### config.mk
export PLATFORM = sky130hd
export DESIGN_NAME = mmm_r2_engine_flat
export DESIGN_NICKNAME = d
export VERILOG_FILES = /design/src/rtl/mmm_r2_engine_if.sv /design/src/rtl/mmm_r2_engine.sv /design/src/flat_wrapper.sv
export SDC_FILE = /design/constraint.sdc
export NUM_CORES = 1
export LEC_CHECK = 0
export CAP_MARGIN = 30
export CORE_ASPECT_RATIO = 1.1
export CORE_MARGIN = 5
export CORE_UTILIZATION = 30
export DETAILED_ROUTE_END_ITERATION = 8
export GPL_ROUTABILITY_DRIVEN = 0
export PLACE_DENSITY = 0.57
export REMOVE_ABC_BUFFERS = 1
export SYNTH_ARGS = -nofsm -noshare
export SYNTH_HDL_FRONTEND = slang
export SYNTH_SLANG_ARGS = --single-unit
### constraint.sdc
create_clock -name clk -period 4.4 [get_ports clk]
set_input_delay 0.44 -clock clk [delete_from_list [all_inputs] [get_ports clk]]
set_output_delay 0.44 -clock clk [all_outputs]
set_load 0.1 [all_outputs]
### src/rtl/mmm_r2_engine_if.sv
// Handshake and operand bus for mmm_r2_engine.
// The requester (master) drives start and the operands; the engine (slave)
// returns busy, done, err and the Montgomery product.
interface mmm_r2_engine_if #(
    parameter int WIDTH = 8
);
    logic             start;
    logic [WIDTH-1:0] A;
    logic [WIDTH-1:0] B;
    logic [WIDTH-1:0] N;
    logic             busy;
    logic             done;
    logic             err;
    logic [WIDTH:0]   result;

    modport master (
        output start, A, B, N,
        input  busy, done, err, result
    );

    modport slave (
        input  start, A, B, N,
        output busy, done, err, result
    );
endinterface

### src/rtl/mmm_r2_engine.sv
// Radix-2 Montgomery multiplier: result = A*B*2^-WIDTH mod N.
// One multiplier bit is consumed per clock in ITER.
// Optional feature macro: MMM_FINAL_SUB_EN adds a one-cycle SUB state that
// brings the result into [0, N); without it the result lies in [0, 2N).
// Reset (rst) is synchronous and active-low.
module mmm_r2_engine #(
    parameter int WIDTH = 8
) (
    input  logic               clk,
    input  logic               rst,
    mmm_r2_engine_if.slave     bus
);
    // Accumulator is two bits wider than the operands: S < 2N keeps
    // S + B + N below 2^(WIDTH+2) for every legal input.
    localparam int SW = WIDTH + 2;
    localparam int CW = $clog2(WIDTH);

    typedef enum logic [1:0] {
        IDLE,
        ITER,
        SUB,
        DONE
    } state_t;

    state_t           state_q, state_d;
    logic [WIDTH-1:0] a_q, b_q, n_q;
    logic [CW-1:0]    cnt_q;
    logic [SW-1:0]    s_q;
    logic [WIDTH:0]   result_q;

    logic             last_iter;
    logic [SW-1:0]    t_sum;
    logic [SW-1:0]    u_sum;
    logic [SW-1:0]    iter_s;
    logic [SW-1:0]    sub_s;

    assign last_iter = (cnt_q == CW'(WIDTH - 1));

    // One Montgomery step and the optional final subtraction.
    always_comb begin
        // NOTE: every comb output gets a default first so no path leaves it unassigned (no latch).
        t_sum  = s_q + (a_q[cnt_q] ? {2'b00, b_q} : '0);
        u_sum  = t_sum + (t_sum[0] ? {2'b00, n_q} : '0);
        iter_s = u_sum >> 1;
        sub_s  = (s_q >= {2'b00, n_q}) ? (s_q - {2'b00, n_q}) : s_q;
    end

    // State register.
    always_ff @(posedge clk) begin
        // NOTE: sequential state uses non-blocking assignments so all flops update together.
        if (!rst) begin
            state_q <= IDLE;
        end else begin
            state_q <= state_d;
        end
    end

    // Next-state logic; start is only looked at in IDLE, so it is ignored while busy or done.
    always_comb begin
        state_d = state_q;
        case (state_q)
            IDLE: begin
                if (bus.start) begin
                    state_d = bus.N[0] ? ITER : DONE;
                end
            end
            ITER: begin
                if (last_iter) begin
`ifdef MMM_FINAL_SUB_EN
                    state_d = SUB;
`else
                    state_d = DONE;
`endif
                end
            end
            SUB:     state_d = DONE;
            DONE:    state_d = IDLE;
            default: state_d = IDLE;
        endcase
    end

    // Datapath registers: operand capture, accumulator, bit counter, held result.
    always_ff @(posedge clk) begin
        // NOTE: the operand registers are ordinary flops, not a memory, so they are cleared with the rest.
        if (!rst) begin
            a_q      <= '0;
            b_q      <= '0;
            n_q      <= '0;
            s_q      <= '0;
            cnt_q    <= '0;
            result_q <= '0;
        end else begin
            case (state_q)
                IDLE: begin
                    if (bus.start) begin
                        a_q   <= bus.A;
                        b_q   <= bus.B;
                        n_q   <= bus.N;
                        s_q   <= '0;
                        cnt_q <= '0;
                    end
                end
                ITER: begin
                    s_q   <= iter_s;
                    cnt_q <= cnt_q + CW'(1);
                end
                SUB: begin
                    s_q <= sub_s;
                end
                DONE: begin
                    result_q <= s_q[WIDTH:0];
                end
                default: begin
                    s_q <= s_q;
                end
            endcase
        end
    end

    // Outputs decoded from state; result shows S live in DONE and the held copy elsewhere.
    always_comb begin
        bus.busy   = (state_q == ITER) || (state_q == SUB);
        bus.done   = (state_q == DONE);
        bus.err    = (state_q == DONE) && !n_q[0];
        bus.result = (state_q == DONE) ? s_q[WIDTH:0] : result_q;
    end
endmodule
### src/flat_wrapper.sv
// flat-port wrapper written by rule: the top's interface ports become plain ports
module mmm_r2_engine_flat 
#(
    parameter int WIDTH = 8
)
  (clk, rst, bus_start, bus_A, bus_B, bus_N, bus_busy, bus_done, bus_err, bus_result);
  mmm_r2_engine_if #(.WIDTH(WIDTH)) bus_i ();
  input  logic clk;
  input  logic rst;
  input wire logic [$bits(bus_i.start)-1:0] bus_start;
  input wire logic [$bits(bus_i.A)-1:0] bus_A;
  input wire logic [$bits(bus_i.B)-1:0] bus_B;
  input wire logic [$bits(bus_i.N)-1:0] bus_N;
  output wire logic [$bits(bus_i.busy)-1:0] bus_busy;
  output wire logic [$bits(bus_i.done)-1:0] bus_done;
  output wire logic [$bits(bus_i.err)-1:0] bus_err;
  output wire logic [$bits(bus_i.result)-1:0] bus_result;
  assign bus_i.start = bus_start;
  assign bus_i.A = bus_A;
  assign bus_i.B = bus_B;
  assign bus_i.N = bus_N;
  assign bus_busy = bus_i.busy;
  assign bus_done = bus_i.done;
  assign bus_err = bus_i.err;
  assign bus_result = bus_i.result;
  mmm_r2_engine #(.WIDTH(WIDTH)) u_core (.clk(clk), .rst(rst), .bus(bus_i));
endmodule
* Yosys cells after proc, flatten, opt, wreduce, memory -nomap -nowiden *
Index checks and enable logic that the tools add are counted.

storage, ports and cells
  register bits = 48
  bits in latches = 0
  bits in writable memories = 0
  memory bits (read-only) = 0
  input port bits = 27
  output and inout port bits = 12
  logic and storage cells = 44
  memories kept = 0

cells by class
  $add $sub $neg = 4
  $mul = 0
  divide/modulo/power cells = 0
  $lt $le $gt $ge = 2
  equality and inequality tests = 7
  shift-type cells = 0
  multiplexer cells = 14
  bitwise gates (word level) = 0
  reduce and logical (&&, ||, !) cells = 10

operator list
  cell                 count
  $pmux 10 s3          1
  $add 10x10->10       2
  $mux 10              2
  $mux 8               2
  $ge 10x8->1          1
  $sub 10x8->10        1
  $mux 9               1
  $pmux 2 s4           1
  $mux 2               3
  $pmux 3 s2           1
  $reduce_and 2->1     3
  $eq 2x2->1 const B   2
  $lt 3x4->1 const B   1
  $ne 2x1->1 const B   2
  $add 3x1->3 const B  1
  $bmux 1 s3           1
  $eq 3x3->1 const B   1
  $mux 3               1
  $reduce_and 3->1     1
  $reduce_bool 3->1    1
  $eq 2x1->1 const B   1
  $logic_not 2->1      1
  $ne 2x2->1 const B   1
  $reduce_bool 2->1    1
  other kinds (4)      4

* Longest topological paths before layout *
Gate-level depths: netlist (run 1).

  depth after elaboration = 7
  mapped depth = 18

* Worst setup path after synthesis (run 1) *
OpenSTA, ideal clock, no wires.

  kind = flip-flop to flip-flop
  from = register u_core.cnt_q[0]
  to = register u_core.s_q[8]
  library setup time = 0.122 ns
  arrival time = 3.705 ns
  data required time = 4.278 ns
  path slack = 0.572 ns
  stages on the path, launching flop included = 19
  buffers on the path = 0
  cell sequence = dfxtp_1 > mux4_2 > mux2i_1 > nand2b_1 > inv_1 > ha_1 > a211oi_2 > nor2_1 > o21a_1 > nor2_1 > xnor2_1 > ha_1 > and3_1 > o21ai_1 > a21boi_0 > o21ai_0 > a211oi_2 > xnor2_1 > o22ai_2

between the ends
  word-level cells in the longest chain between the ends = 7

RTL lines
  item                            RTL line              text
  from (decl)                     mmm_r2_engine.sv:27   logic [CW-1:0] cnt_q;
  from (signal assigned)          mmm_r2_engine.sv:105  cnt_q <= cnt_q + CW'(1);
  $bmux 1 s3 *                    mmm_r2_engine.sv:42   t_sum = s_q + (a_q[cnt_q] ? {2'b00, b_q} : '0);
  $mux 1 (not written as such) *  mmm_r2_engine.sv:42
  $mux 8 *                        mmm_r2_engine.sv:42
  $add 10x10->10 *                mmm_r2_engine.sv:42
  $mux 8                          mmm_r2_engine.sv:43   u_sum = t_sum + (t_sum[0] ? {2'b00, n_q} : '0);
  $add 10x10->10 *                mmm_r2_engine.sv:43
  $pmux 10 s3 *                   mmm_r2_engine.sv:93   case (state_q)
  to (signal assigned)            mmm_r2_engine.sv:104  s_q <= iter_s;
  to (signal assigned)            mmm_r2_engine.sv:108  s_q <= sub_s;
  to (signal assigned)            mmm_r2_engine.sv:114  s_q <= s_q;
  to (decl)                       mmm_r2_engine.sv:28   logic [SW-1:0] s_q;

Mark *: on every way between the ends. The rest lies on a longest branch, timed or not. The select of a mux whose other input is x is not followed.
A chain may end at the register's enable or synchronous reset.

* Worst setup path after layout (run 1) *
Ends and elaborated chain as after synthesis.

==> flow_summary.yaml, run 1 <==
outcome:
  status: "completed"
yosys:
  ys_async_sr_fraction_pct: 0
  yosysSeqAreaShare_pct: 29.69
  synth_area_sq_mm: 0.003237
  avgSynthCellArea_sq_um: 8.236
  synth-main-ff-cell: "dfxtp_1"
  synth.distinct_cells: 55
  ys.warnings.count: 0
  synth_seq_cells: 48
  syn_inst: 393
  synth_edf_count: 0
timing:
  fin_tns_setup_ns: 0
  fmax_mhz: 251.4
  setup_violations: 0
  period_minus_slack_ns: 3.977
  slew_violations: 0
  hold_viol: 0
  finClkSkew_ns: 0.006168
  finalCritPeriodShare_pct: 90.39
  rsz0062_at_grt: "no"
  worst_pin_slew_ns: 0.9733
  slew-limit-headroom_pct: 34.91
setup_path:
  cp-start-kind: "flip-flop"
  ff2ff_path_depth: 18
  r2r_setup_slack_ns: 0.42
  path_max_fanout: 5
  end_kind: "flip-flop"
  path_cells: "mux4_2 -> mux2i_1 -> nand2b_1 -> inv_1 -> ha_1 -> a211oi_2 -> nor2_1 -> o21a_1 -> nor2_1 -> xnor2_1 -> ha_1 -> and3_1 -> o21ai_1 -> a21boi_0 -> o21ai_0 -> a211oi_2 -> xnor2_1 -> o22ai_2"
  crit_start: "u_core.cnt_q[0]"
  r2r-start: "u_core.cnt_q[0]"
  slowest_delay_ns: 0.52
  worstReg2RegEnd: "u_core.s_q[8]"
  crit_family: "compound AO/OA/AOI/OAI gates"
  cpMaxStageDelayCell: "mux4_2"
  cp.required_ns: 4.56
  crit_buf_inv: 1
  crit_type: "flip-flop to flip-flop"
  worstPathArrival_ns: 4.14
clocking:
  htreeDepth: 2
  cts_hold_buf: 0
  cts.sinks: 48
  post_cts_buffers: 0
  clock_path_buffers: 2
  cts-root-buf: "clkbuf_16"
  clk_pin_slew_ns: 0.07
  post_cts_resized: 0
  worstSkewPairLatency_ns: 0.29
  tritoncts: "done"
  numCtsBuffers: 5
global_routing:
  antenna_found_initial: 0
  grt_max_degree: 29
  grt_pass1_wl_um: 13010
  grt_overflow_total: 0
  grt_use_total_pct: 12.31
  grt_pass1_vias: 2850
drt:
  drt_iter0_markers: 98
  drt-total-wl_um: 7657
  first_pass_iters: 4
  num_vias: 2787
  ant_nets: 0
  drc: 0
  drt-vias-per-instance: 4.889
  wl_per_cell_um: 13.43
floorplan:
  io_pins: 39
  die_x_um: 109.0
  die_h_um: 118.9
  die_area_sq_mm: 0.01297
  start_util_pct: 30.85
  rows: 39
  core_area_sq_mm: 0.01049
min_path:
  hold_path_end: "u_core.b_q[2]"
  min_delay_path_depth: 2
  hold_start: "u_core.b_q[2]"
  min_path_type: "flip-flop to flip-flop"
layout:
  drive_gt1_share_pct: 7.728
  fin_util_pct: 37.81
  mostFrequentLayoutCells: "61 x nand2_1, 48 x dfxtp_1, 39 x a21oi_1"
  final_common_cell: "nand2_1"
  syn_to_final_growth_pct: 22.54
  fin_nets: 487
  diodes: 0
  fin_area_sq_mm: 0.003966
power:
  peakVddDrop_mv: 0.1984
  pwr_density_cell_mw_per_mm2: 383.1
  power_leakage_nw: 1.636
placement:
  placed_area_sq_mm: 0.003772
  hpwl_um: 5999
  port_buffers: 38
job:
  drv_cap: 0
## cell families after synthesis
family | synth area share, %
muxes | 5.450
and+or+nand+nor | 21.65
xor gates and xnor gates | 4.330
adders and majority gates | 13.84
buffers and inverters | 4.832
DFF | 29.69
AOI/OAI and AO/OA | 20.22
## Yosys cell counts (2+ instances only)
| cell | n | area, sq um |
|---|---|---|
| nor2b_1 | 13 | 81.33 |
| dfxtp_1 | 48 | 960.9 |
| xnor2_1 | 13 | 113.9 |
| clkbuf_1 | 12 | 45.04 |
| a21o_1 | 6 | 45.04 |
| o21ai_0 | 17 | 85.08 |
| fa_1 | 3 | 60.06 |
| nor3_1 | 4 | 20.02 |
| and2_1 | 20 | 125.1 |
| mux2i_1 | 3 | 30.03 |
| mux2_2 | 9 | 101.4 |
| and3_1 | 2 | 12.51 |
| inv_1 | 24 | 90.09 |
| o31ai_1 | 2 | 15.01 |
| o21ai_1 | 2 | 10.01 |
| a211oi_2 | 2 | 25.02 |
| a22oi_1 | 3 | 22.52 |
| a21oi_1 | 39 | 195.2 |
| a32oi_1 | 6 | 52.55 |
| nand2b_1 | 5 | 31.28 |
| nand4_1 | 2 | 12.51 |
| xor2_1 | 3 | 26.28 |
| a21boi_0 | 2 | 15.01 |
| nand3_1 | 6 | 30.03 |
| mux4_2 | 2 | 45.04 |
| a31oi_1 | 2 | 12.51 |
| a211oi_1 | 4 | 30.03 |
| or3_1 | 3 | 18.77 |
| o21a_1 | 2 | 15.01 |
| o211ai_1 | 2 | 15.01 |
| nor2_1 | 18 | 67.56 |
| nand2_1 | 61 | 229.0 |
| ha_1 | 31 | 387.9 |
## metrics by stage
| stage | worst slack [ns] | std cells | total power [mW] | hold slack (ns) |
|---|---|---|---|---|
| 2_1_floorplan | 0.5497 | 378 | 0.8878 | 0.4318 |
| 3_3_place_gp | 0.5486 | 561 | 1.017 | 0.4466 |
| 3_5_place_dp | 0.4655 | 562 | 1.028 | 0.4448 |
| 4_1_cts | 0.4054 | 570 | 1.533 | 0.4557 |
| 5_1_grt | 0.08042 | 570 | 1.611 | 0.4757 |
| 6_report | 0.4228 | 570 | 1.519 | 0.4512 |
## how the worst max path moves through the flow
| stage | to | slack, ns | cells after the start |
|---|---|---|---|
| after floorplan | u_core.s_q[8] | 0.55 | 18 |
| after global placement | u_core.s_q[8] | 0.55 | 18 |
| after detailed placement | u_core.s_q[8] | 0.47 | 18 |
| after CTS | u_core.s_q[8] | 0.41 | 18 |
| after global routing | u_core.s_q[8] | 0.08 | 18 |
| final | u_core.s_q[8] | 0.42 | 18 |
## final cells by class
class	count	area, sq um
fill	1083	6525
sequential	48	960.9
tap	143	178.9
clock inverter	3	68.82
clock buffer	5	125.1
inverter	24	90.09
timing repair buffer	41	422.9
multi-input combinational	306	2120
## registers in the layout (all words and copies together), names as in the netlist
name	cells
u_core.s_q	10
u_core.state_q	2
u_core.b_q	8
u_core.a_q	8
u_core.n_q	8
u_core.result_q	9
u_core.cnt_q	3
## metal layers
metal	part of all wire [%]	GRT usage, %
met1	45	14.74
met4	1.8	3.788
met3	3.4	2.110
met5	0	0
met2	50	22.08
## power by group
part	total [mW]	internal [mW]	switching (mW)	leakage [nW]
registers	0.507	0.473	0.0344	0.391
clock network	0.499	0.328	0.171	0.0944
logic	0.513	0.193	0.320	1.15
total	1.52	0.993	0.526	1.64
## tightest hold or removal path, stage by stage (launching register included)
cell and delay [ns]:
dfxtp_1 0.31, nand2_1 0.05, a21oi_1 0.05
(Power assumes the default switching activity.)
==> run 2, diff against run 1 <==
--- a/config.mk
+++ b/config.mk
@@ -13,6 +13,7 @@
 export GPL_ROUTABILITY_DRIVEN = 0
 export PLACE_DENSITY = 0.57
 export REMOVE_ABC_BUFFERS = 1
+export SLEW_MARGIN = 30
 export SYNTH_ARGS = -nofsm -noshare
 export SYNTH_HDL_FRONTEND = slang
 export SYNTH_SLANG_ARGS = --single-unit
==> run 2 against run 1 <==
  * Setup slack better by 0.039 ns
  * Fmax is 0.99% higher
  * Power is 4.7% lower
  * Clock skew is 0.0011 ns lower
  * Non-clock buffer count is 1 lower
  * Final area is 1.4% lower
  * Flip-flop and latch count stayed put
  * Utilization is 0.51 points lower
  * Critical path depth stayed put
  * Via count is 0.29% higher
  * Clock power is 13% lower
  * Largest power group unchanged
  * Final cell count is 0.18% lower
==> flow_summary.yaml, run 2 (same netlist as run 1, synthesis figures left out) <==
timing:
  fin_tns_setup_ns: 0
  setup_violations: 0
  fin_ws_ns: 0.4619
  finClkSkew_ns: 0.005115
  slew_violations: 0
  hold_viol: 0
  slew-limit-headroom_pct: 35.07
  finalCritPeriodShare_pct: 89.50
  hold_ws_ns: 0.4514
  period_minus_slack_ns: 3.938
  worst_pin_slew_ns: 0.9709
  fmax_mhz: 253.9
  rsz0062_at_grt: "no"
layout:
  drive_gt1_share_pct: 7.746
  diodes: 0
  fillCellCount: 1114
  fin_area_sq_mm: 0.003913
  syn_to_final_growth_pct: 20.87
  fin_nets: 486
  multi_input_area_sq_mm: 0.002120
  mostFrequentLayoutCells: "61 x nand2_1, 48 x dfxtp_1, 39 x a21oi_1"
  layout.area.seq_sq_um: 960.9
  largest_reg_flops: 10
  largest_registers: "u_core.s_q (10), u_core.result_q (9)"
  regMostFlops: "u_core.s_q"
  final_common_cell: "nand2_1"
setup_path:
  cp.required_ns: 4.56
  cp-start-kind: "flip-flop"
  worstPathArrival_ns: 4.10
  end_kind: "flip-flop"
  crit_type: "flip-flop to flip-flop"
  path_max_fanout: 5
floorplan:
  die_h_um: 118.9
  io_pins: 39
  die_x_um: 109.0
  die_area_sq_mm: 0.01297
  start_util_pct: 30.85
  rows: 39
  core_area_sq_mm: 0.01049
clocking:
  cts_hold_buf: 0
  clk_pin_slew_ns: 0.07
  cts-root-buf: "clkbuf_16"
  tritoncts: "done"
  cts.sinks: 48
  post_cts_resized: 0
  clock_path_buffers: 2
  numCtsBuffers: 5
  worstSkewPairLatency_ns: 0.29
  htreeDepth: 2
  post_cts_buffers: 0
placement:
  placed_area_sq_mm: 0.003745
  port_buffers: 38
  hpwl_um: 5904
  pre_cts_slack_ns: 0.4787
job:
  drv_cap: 0
global_routing:
  grt_pass1_wl_um: 12950
  grt_overflow_total: 0
  grt_use_total_pct: 12.15
  grt_max_degree: 32
  antenna_found_initial: 0
  grt_pass1_vias: 2864
drt:
  ant_nets: 0
  drc: 0
  drt-total-wl_um: 7578
  drt_iter0_markers: 89
  wl_per_cell_um: 13.32
  num_vias: 2795
  first_pass_iters: 4
  drt-vias-per-instance: 4.912
power:
  power.total_mw: 1.449
  pwr_density_cell_mw_per_mm2: 370.2
  power_leakage_nw: 1.608
  peakVddDrop_mv: 0.1615
min_path:
  min_path_type: "flip-flop to flip-flop"
outcome:
  status: "completed"
==> run 2: cell count changes in the layout (fill, tap and decap cells not counted) <==
cell / previous run / this run
inv_1: 24 / 23
clkinvlp_4: 0 / 1
buf_16: 1 / 0
inv_6: 1 / 0
clkinv_2: 0 / 1
inv_2: 0 / 1
bufinv_16: 2 / 1
==> run 2: worst max-delay path: stages, from the launching register on <==
cell and delay (ns):
dfxtp_1 0.43, mux4_2 0.52, mux2i_1 0.24, nand2b_1 0.19
inv_1 0.05, ha_1 0.30, a211oi_2 0.22, nor2_1 0.09
o21a_1 0.17, nor2_1 0.11, xnor2_1 0.10, ha_1 0.32
and3_1 0.15, o21ai_1 0.07, a21boi_0 0.21, o21ai_0 0.14
a211oi_2 0.25, xnor2_1 0.16, o22ai_2 0.08
==> run 2: area by class of cell <==
class                           count  share of cell area [%]
Multi-Input combinational cell    306                   54.17
Sequential cell                    48                   24.56
Timing Repair Buffer               40                   10.11
Tap cell                          143                   4.573
Clock buffer                        5                   3.198
Inverter                           24                   2.303
Clock inverter                      3                   1.087
==> run 2: path summary, 6_finish.rpt <==
path / slack [ns] / endpoint / from / cells after the start
max: 0.46 / u_core.s_q[8] / u_core.cnt_q[0] / 18
min: 0.45 / u_core.b_q[2] / u_core.b_q[2] / 2
max reg2reg: 0.46 / u_core.s_q[8] / u_core.cnt_q[0] / 18
min reg2reg: 0.45 / u_core.b_q[2] / u_core.b_q[2] / 2
==> run 2: per-stage QoR <==
step           util [%]  instances
2_1_floorplan         -        378
3_3_place_gp      35.69        561
3_5_place_dp      35.69        561
4_1_cts           37.29        569
5_1_grt           37.29        569
6_report          37.29        569
==> run 2: power breakdown <==
group | internal, mW | leakage (nW) | switching, mW
Sequential | 0.473 | 0.391 | 0.0339
Clock | 0.267 | 0.0798 | 0.167
Combinational | 0.191 | 1.14 | 0.317
Total | 0.930 | 1.61 | 0.518
==> run 2: routing by layer <==
| layer | GRT usage, % | wire, um | up-vias |
|---|---|---|---|
| li1 | - | - | 1426 |
| met3 | 1.840 | 272 | 14 |
| met1 | 14.53 | 3308 | 1297 |
| met5 | 0 | 0 | - |
| met2 | 21.89 | 3815 | 58 |
| met4 | 3.946 | 181 | 0 |
